## src/rtl/temp_pkt_tx.sv

```systemverilog
`default_nettype none
// ============================================================================
// Module      : temp_pkt_tx
// Description : Serialises a 32-bit sample behind a one-byte header as a
//               5-byte MSB-first frame, framed by serial_en with inter-byte gaps.
// Revision    : 1.0 - initial release
// ============================================================================
module temp_pkt_tx #(
    parameter logic [7:0] HDR_TEMP   = 8'hA5,
    parameter logic [7:0] HDR_ALT    = 8'hC3,
    parameter int         GAP_CYCLES = 1
) (
    input  logic        clk,
    input  logic        reset,
    input  logic [31:0] data_in,
    input  logic        hdr_sel,
    input  logic        valid,
    output logic        ready,
    output logic        serial_data,
    output logic        serial_en,
    output logic        done
);

    localparam logic [3:0] c_GAP_LAST  = 4'(GAP_CYCLES - 1);
    localparam logic [2:0] c_LAST_BYTE = 3'd4;

    typedef enum logic [1:0] {
        S_IDLE  = 2'd0,
        S_SHIFT = 2'd1,
        S_GAP   = 2'd2
    } state_t;

    state_t      r_state;
    state_t      w_state_nxt;
    logic [39:0] r_sr;
    logic [39:0] w_sr_nxt;
    logic [2:0]  r_bit_cnt;
    logic [2:0]  w_bit_nxt;
    logic [2:0]  r_byte_cnt;
    logic [2:0]  w_byte_nxt;
    logic [3:0]  r_gap_cnt;
    logic [3:0]  w_gap_nxt;
    logic        r_serial_data;
    logic        r_serial_en;
    logic        r_done;
    logic        w_done_nxt;

    always_ff @(posedge clk or posedge reset) begin
        if (reset) begin
            r_state       <= S_IDLE;
            r_sr          <= '0;
            r_bit_cnt     <= '0;
            r_byte_cnt    <= '0;
            r_gap_cnt     <= '0;
            r_serial_data <= 1'b0;
            r_serial_en   <= 1'b0;
            r_done        <= 1'b0;
        end else begin
            r_state       <= w_state_nxt;
            r_sr          <= w_sr_nxt;
            r_bit_cnt     <= w_bit_nxt;
            r_byte_cnt    <= w_byte_nxt;
            r_gap_cnt     <= w_gap_nxt;
            // Outputs are registered from the next state so they line up
            // with the cycle in which that state is active.
            r_serial_en   <= (w_state_nxt == S_SHIFT);
            r_serial_data <= (w_state_nxt == S_SHIFT) & w_sr_nxt[39];
            r_done        <= w_done_nxt;
        end
    end

    always_comb begin
        w_state_nxt = r_state;
        w_sr_nxt    = r_sr;
        w_bit_nxt   = r_bit_cnt;
        w_byte_nxt  = r_byte_cnt;
        w_gap_nxt   = r_gap_cnt;
        case (r_state)
            S_IDLE: begin
                if (valid && ready) begin
                    w_sr_nxt    = {(hdr_sel ? HDR_ALT : HDR_TEMP), data_in};
                    w_byte_nxt  = 3'd0;
                    w_bit_nxt   = 3'd7;
                    w_state_nxt = S_SHIFT;
                end
            end
            S_SHIFT: begin
                w_sr_nxt = {r_sr[38:0], 1'b0};
                if (r_bit_cnt == 3'd0) begin
                    w_gap_nxt   = c_GAP_LAST;
                    w_state_nxt = S_GAP;
                end else begin
                    w_bit_nxt = r_bit_cnt - 3'd1;
                end
            end
            S_GAP: begin
                if (r_gap_cnt == 4'd0) begin
                    if (r_byte_cnt == c_LAST_BYTE) begin
                        w_state_nxt = S_IDLE;
                    end else begin
                        w_byte_nxt  = r_byte_cnt + 3'd1;
                        w_bit_nxt   = 3'd7;
                        w_state_nxt = S_SHIFT;
                    end
                end else begin
                    w_gap_nxt = r_gap_cnt - 4'd1;
                end
            end
            default: w_state_nxt = S_IDLE;
        endcase
    end

    // done marks the final gap cycle of the last byte.
    always_comb begin
        w_done_nxt = (w_state_nxt == S_GAP) && (w_gap_nxt == 4'd0) &&
                     (w_byte_nxt == c_LAST_BYTE);
    end

    assign ready       = (r_state == S_IDLE);
    assign serial_data = r_serial_data;
    assign serial_en   = r_serial_en;
    assign done        = r_done;

endmodule
`default_nettype wire
```

## config.mk

```make
export PLATFORM = sky130hd
export DESIGN_NAME = temp_pkt_tx
export DESIGN_NICKNAME = d
export VERILOG_FILES = /design/src/rtl/temp_pkt_tx.sv
export SDC_FILE = /design/constraint.sdc
export NUM_CORES = 1
export LEC_CHECK = 0
export ABC_CLOCK_PERIOD_IN_PS = 2300
export BUFFER_PORTS_ARGS = -buffer_cell sky130_fd_sc_hd__buf_2
export CAP_MARGIN = 20
export CORE_MARGIN = 8
export CORE_UTILIZATION = 25
export DETAILED_ROUTE_END_ITERATION = 7
export GPL_ROUTABILITY_DRIVEN = 0
export SYNTH_ARGS = -nofsm -noshare
export SYNTH_HDL_FRONTEND = slang
export SYNTH_SLANG_ARGS = --single-unit
```

## constraint.sdc

```tcl
create_clock -name clk -period 2.3 [get_ports clk]
set_input_delay 0.115 -clock clk [delete_from_list [all_inputs] [get_ports clk]]
set_output_delay 0.115 -clock clk [all_outputs]
set_load 0.01 [all_outputs]
```

==> metrics.yaml, run 1 <==
outcome:
  status: "completed"
synthesis:
  synth_edf_count: 0
  yosysSeqAreaShare: 0.473
  postSynthAreaPerCell_sq_um: 9.73
  async_flop_share: 1.00
  synth_area_sq_mm: 0.00291
  syn_inst: 299
  syn-num-nets: 344
  synth-main-ff-cell: "dfrtp_1"
  yosysWarnings: 0
  ys_ff_latch: 55
  ys_types: 41
setup_path:
  start_kind: "register"
  crit_arrival_ps: 2360
  cp_max_fo: 5
  end_kind: "register"
  worstPathRequired_ps: 2500
  path_class: "reg2reg"
floorplan:
  die_w_um: 124
  core_sq_mm: 0.0114
  initial_core_util: 0.256
  num_io_pins: 40
  rows: 39
  die_area_sq_mm: 0.0153
  die_y_um: 124
power:
  ir_drop_uv: 290
  seq_power_share: 0.512
  power_switching_uw: 455
  power_uw: 1900
  combPwrFrac: 0.076
  clock_power_share: 0.412
  leakage_uw: 0.00162
  p_sw_frac: 0.240
  p_per_area_mw_per_mm2: 550
  p_int_uw: 1440
cells_and_area:
  num-fill-cells: 1191
  areaGrowthSynthToFinish_pct: 18.5
  drive_above_1_share: 0.193
  fin_nets: 381
  num_antenna_cells: 0
  layout_common_cells: "55 x nand2_1, 55 x dfrtp_1, 39 x buf_2"
  finalCoreUtilization: 0.303
  final_cells: 480
route:
  vias: 2385
  detail-route-antenna-nets: 0
  avgViaCountPerCell: 4.97
  routed_wl_um: 6890
  drc: 0
  drt_iter0_markers: 170
  wl_per_cell_um: 14.4
  first_pass_iters: 4
global_routing:
  grt_first_pass_wirelength_um: 11600
  overflow: 0
  use_met2: 0.147
  use_met1: 0.122
  grt_util_met3: 0.0249
  grt_max_degree: 41
  grt_util_all_layers: 0.0931
  top_usage_layer: "met2"
  antenna_found_initial: 0
  grt_pass1_vias: 2400
sta:
  maxSlewViolCount: 0
  max_freq_mhz: 463
  fin_tns_setup_ps: 0
  slew_headroom: 0.561
  finalCritPeriodShare: 0.939
  fin_skew_ps: 4.73
  rsz0062_at_grt: "false"
  period_needed_ps: 2160
  finalSetupViolCount: 0
  worst_slew_pin_slew_ps: 659
  hold_viol_final: 0
clocking:
  h-tree-depth: 2
  cts.reportedPaths.clkPinSlew_ps: 70
  cts_sinks: 55
  clockRootBuffer: "clkbuf_16"
  clk_path_buf_depth: 2
  cts_buffers: 5
  clock_latency_ps: 300
  cts_tree: "yes"
hold_path:
  hold_path.class: "in2reg"
place:
  placed_cells: 470
  port-buffer-count: 39
  dpl.hpwl_um: 4720
flow_run:
  cap_violations: 0
==> registers in the layout (all words and copies together) (netlist names) <==
register     count
serial_data      1
r_byte_cnt       3
r_gap_cnt        4
r_state          2
r_bit_cnt        3
done             1
r_sr            40
serial_en        1
==> stage by stage <==
stage,area [sq um],setup WS (ps),hold WS [ps]
after detailed placement,3280,86.6,246
after global placement,3280,152,234
after CTS,3430,70.3,0.705
after global routing,3450,33.3,12.5
after floorplan,2910,318,220
final,3450,140,3.64
==> path summary, 6_finish.rpt <==
path / startpoint / endpoint / slack [ps] / depth (start not counted)
worst max-delay path: r_gap_cnt[0] / done / 140 / 7
worst min-delay path: data_in[7] / r_sr[7] / 4 / 3
worst max register to register: r_gap_cnt[0] / done / 140 / 7
worst min register to register: r_sr[18] / r_sr[19] / 490 / 2
max in group asynchronous: reset / r_sr[19] / 1280 / 4
min in group asynchronous: reset / serial_data / 440 / 3
==> cell usage after synthesis, types with 2 or more instances <==
| library cell | number | area [sq um] |
|---|---|---|
| dfrtp_1 | 55 | 1380 |
| nand2_1 | 55 | 206 |
| a22oi_1 | 20 | 150 |
| nor2_1 | 20 | 75.1 |
| mux2i_1 | 18 | 180 |
| a221o_1 | 15 | 150 |
| a22o_1 | 13 | 114 |
| inv_1 | 13 | 48.8 |
| clkbuf_1 | 12 | 45.0 |
| o21ai_0 | 12 | 60.1 |
| ha_1 | 9 | 113 |
| a21oi_1 | 8 | 40.0 |
| buf_1 | 4 | 15.0 |
| nor3_1 | 4 | 20.0 |
| a211oi_1 | 3 | 22.5 |
| and2_1 | 3 | 18.8 |
| nand2b_1 | 3 | 18.8 |
| nand3_1 | 3 | 15.0 |
| nor2b_1 | 3 | 18.8 |
| a31oi_1 | 2 | 12.5 |
| a32oi_1 | 2 | 17.5 |
| buf_2 | 2 | 10.0 |
| nor3b_2 | 2 | 25.0 |
==> power by group through the flow <==
stage / sequential, uW / clock [uW] / combinational [uW]
6_report: 971 / 782 / 144
2_1_floorplan: 990 / 0 / 83.3
5_1_grt: 971 / 848 / 164
4_1_cts: 971 / 805 / 148
3_3_place_gp: 990 / 0 / 142
3_5_place_dp: 990 / 0 / 145
==> worst max-delay path, stage by stage, from the launching register on <==
cell,delay [ps]
dfrtp_1,400
inv_1,80
ha_1,220
or3b_4,440
or4_1,400
nand3_1,130
nand4_1,130
nor4b_2,270
==> layout make-up <==
class                      instances  area [sq um]  area share
clock buffer                       5           125      0.0363
clock inverter                     3          23.8     0.00690
inverter                          14          52.6      0.0153
multi-input combinational        211          1400       0.406
sequential                        55          1380       0.399
tap                              143           179      0.0519
timing repair buffer              49           289      0.0839
==> layer usage <==
metal | part of all wire | wire (um)
met5 | 0 | 0
met4 | 0.012 | 80
met3 | 0.053 | 367
met2 | 0.46 | 3180
met1 | 0.47 | 3270
==> timing repair <==
| item | CTS | global route |
|---|---|---|
| endpoints found under the hold margin | 26 | 0 |
| gates resized for setup | 0 | 1 |
| buffers inserted | 0 | 0 |
| hold buffers | 1 | 0 |
| endpoints found under the setup margin | 0 | 3 |
==> kinds of logic after synthesis <==
kind of cell | share of synthesized area
buffers and inverters | 0.0460
multiplexers | 0.0658
flip-flops | 0.473
adder cells (fa/ha/maj) | 0.0387
AND/OR/NAND/NOR | 0.163
AO/OA/AOI/OAI | 0.213
Power figures use the tool's default switching activity.
==> run 2: changes to the inputs <==
BUFFER_PORTS_ARGS = default   (was -buffer_cell sky130_fd_sc_hd__buf_2)
DONT_BUFFER_PORTS = 1   (was default)
==> run 2 against run 1 <==
  * Non-clock buffer count decreased by 19
  * Power grew 4.5%
  * Utilization grew 0.12 points
==> metrics.yaml, run 2 (synthesis results as in run 1) <==
cells_and_area:
  largest_reg_flops: 40
  drive_above_1_share: 0.0818
  layout_common_cells: "55 x nand2_1, 55 x dfrtp_1, 21 x dlygate4sd3_1"
  num_antenna_cells: 0
  top_regs: "r_sr (40), r_gap_cnt (4)"
  num-fill-cells: 1168
  areaGrowthSynthToFinish_pct: 19.0
  fin_nets: 362
  finalCoreUtilization: 0.304
  top_register: "r_sr"
route:
  routed_wl_um: 6700
  vias: 2270
  avgViaCountPerCell: 4.92
  detail-route-antenna-nets: 0
  drt_iter0_markers: 129
  first_pass_iters: 4
  wl_per_cell_um: 14.5
  drc: 0
setup_path:
  cp_max_fo: 5
  end_kind: "register"
  crit_arrival_ps: 2350
  path_class: "reg2reg"
  start_kind: "register"
  worstPathRequired_ps: 2500
sta:
  fin_tns_setup_ps: 0
  whs_ps: 6.54
  fin_skew_ps: 5.03
  maxSlewViolCount: 0
  worst_slew_pin_slew_ps: 687
  finalCritPeriodShare: 0.936
  period_needed_ps: 2150
  finalSetupViolCount: 0
  hold_viol_final: 0
  slew_headroom: 0.540
  max_freq_mhz: 464
  finalWorstSetupSlack_ps: 147
  rsz0062_at_grt: "false"
power:
  p_per_area_mw_per_mm2: 573
  ir_drop_uv: 303
  leakage_uw: 0.00156
clocking:
  cts_setup_buffers: 0
  cts.reportedPaths.clkPinSlew_ps: 70
  clk_path_buf_depth: 2
  cts_resized: 0
  clock_latency_ps: 290
  clockRootBuffer: "clkbuf_16"
  cts_sinks: 55
  cts_buffers: 5
  cts_tree: "yes"
  h-tree-depth: 2
floorplan:
  rows: 39
  initial_core_util: 0.256
  num_io_pins: 40
  die_area_sq_mm: 0.0153
  die_y_um: 124
  die_w_um: 124
  core_sq_mm: 0.0114
global_routing:
  grt_pass1_vias: 2314
  grt_util_all_layers: 0.0914
  grt_max_degree: 41
  grt_first_pass_wirelength_um: 11300
  overflow: 0
  antenna_found_initial: 0
place:
  dpl.hpwl_um: 4630
  dp_slack_ps: 142
  port-buffer-count: 0
hold_path:
  hold_path.class: "in2reg"
flow_run:
  cap_violations: 0
outcome:
  status: "completed"
==> run 2: timing repair <==
action | in CTS | in global routing
hold endpoints to repair | 62 | 0
hold buffers | 21 | 0
setup endpoints to repair | 0 | 0
==> run 2: layer usage <==
layer | global-route usage | routed length (um) | up-vias
li1 | - | - | 1116
met1 | 0.118 | 3170 | 1113
met2 | 0.144 | 3100 | 37
met3 | 0.0295 | 384 | 4
met4 | 0.0248 | 46 | 0
met5 | 0 | 0 | -
==> run 2: per-stage QoR <==
step                cell area [sq um]  total power, uW  std cells
floorplan                        2910             1070        299
global placement                 3070             1090        431
detailed placement               3070             1090        431
CTS                              3450             2010        460
global route                     3460             2080        461
finish                           3460             1980        461
==> run 2: power breakdown <==
group | switching, uW | total [uW] | internal, uW
Combinational | 71.8 | 134 | 62.6
Sequential | 0 | 971 | 971
Clock | 334 | 876 | 542
==> run 2: worst paths after layout <==
kind                              start       end  slack [ps]  depth (start not counted)
max                        r_gap_cnt[0]      done         150                          7
min                               valid  r_sr[35]           7                          2
max reg2reg                r_gap_cnt[0]      done         150                          7
min reg2reg                    r_sr[18]  r_sr[19]         470                          2
max in group asynchronous         reset  r_sr[33]        1320                          3
min in group asynchronous         reset   r_sr[1]         340                          2
==> run 2: layout make-up <==
class	instances	area, sq um	share of cell area
Timing Repair Buffer	30	278	0.0803
Inverter	14	52.6	0.0152
Tap cell	143	179	0.0517
Clock inverter	2	35.0	0.0101
Multi-Input combinational cell	211	1400	0.405
Clock buffer	6	139	0.0401
Sequential cell	55	1380	0.398
==> run 2: critical path, stage by stage (launching register included) <==
cell and delay (ps):
dfrtp_1 400, inv_1 80, ha_1 230, or3b_4 440, or4_1 400, nand3_1 130, nand4_1 130, nor4b_2 260
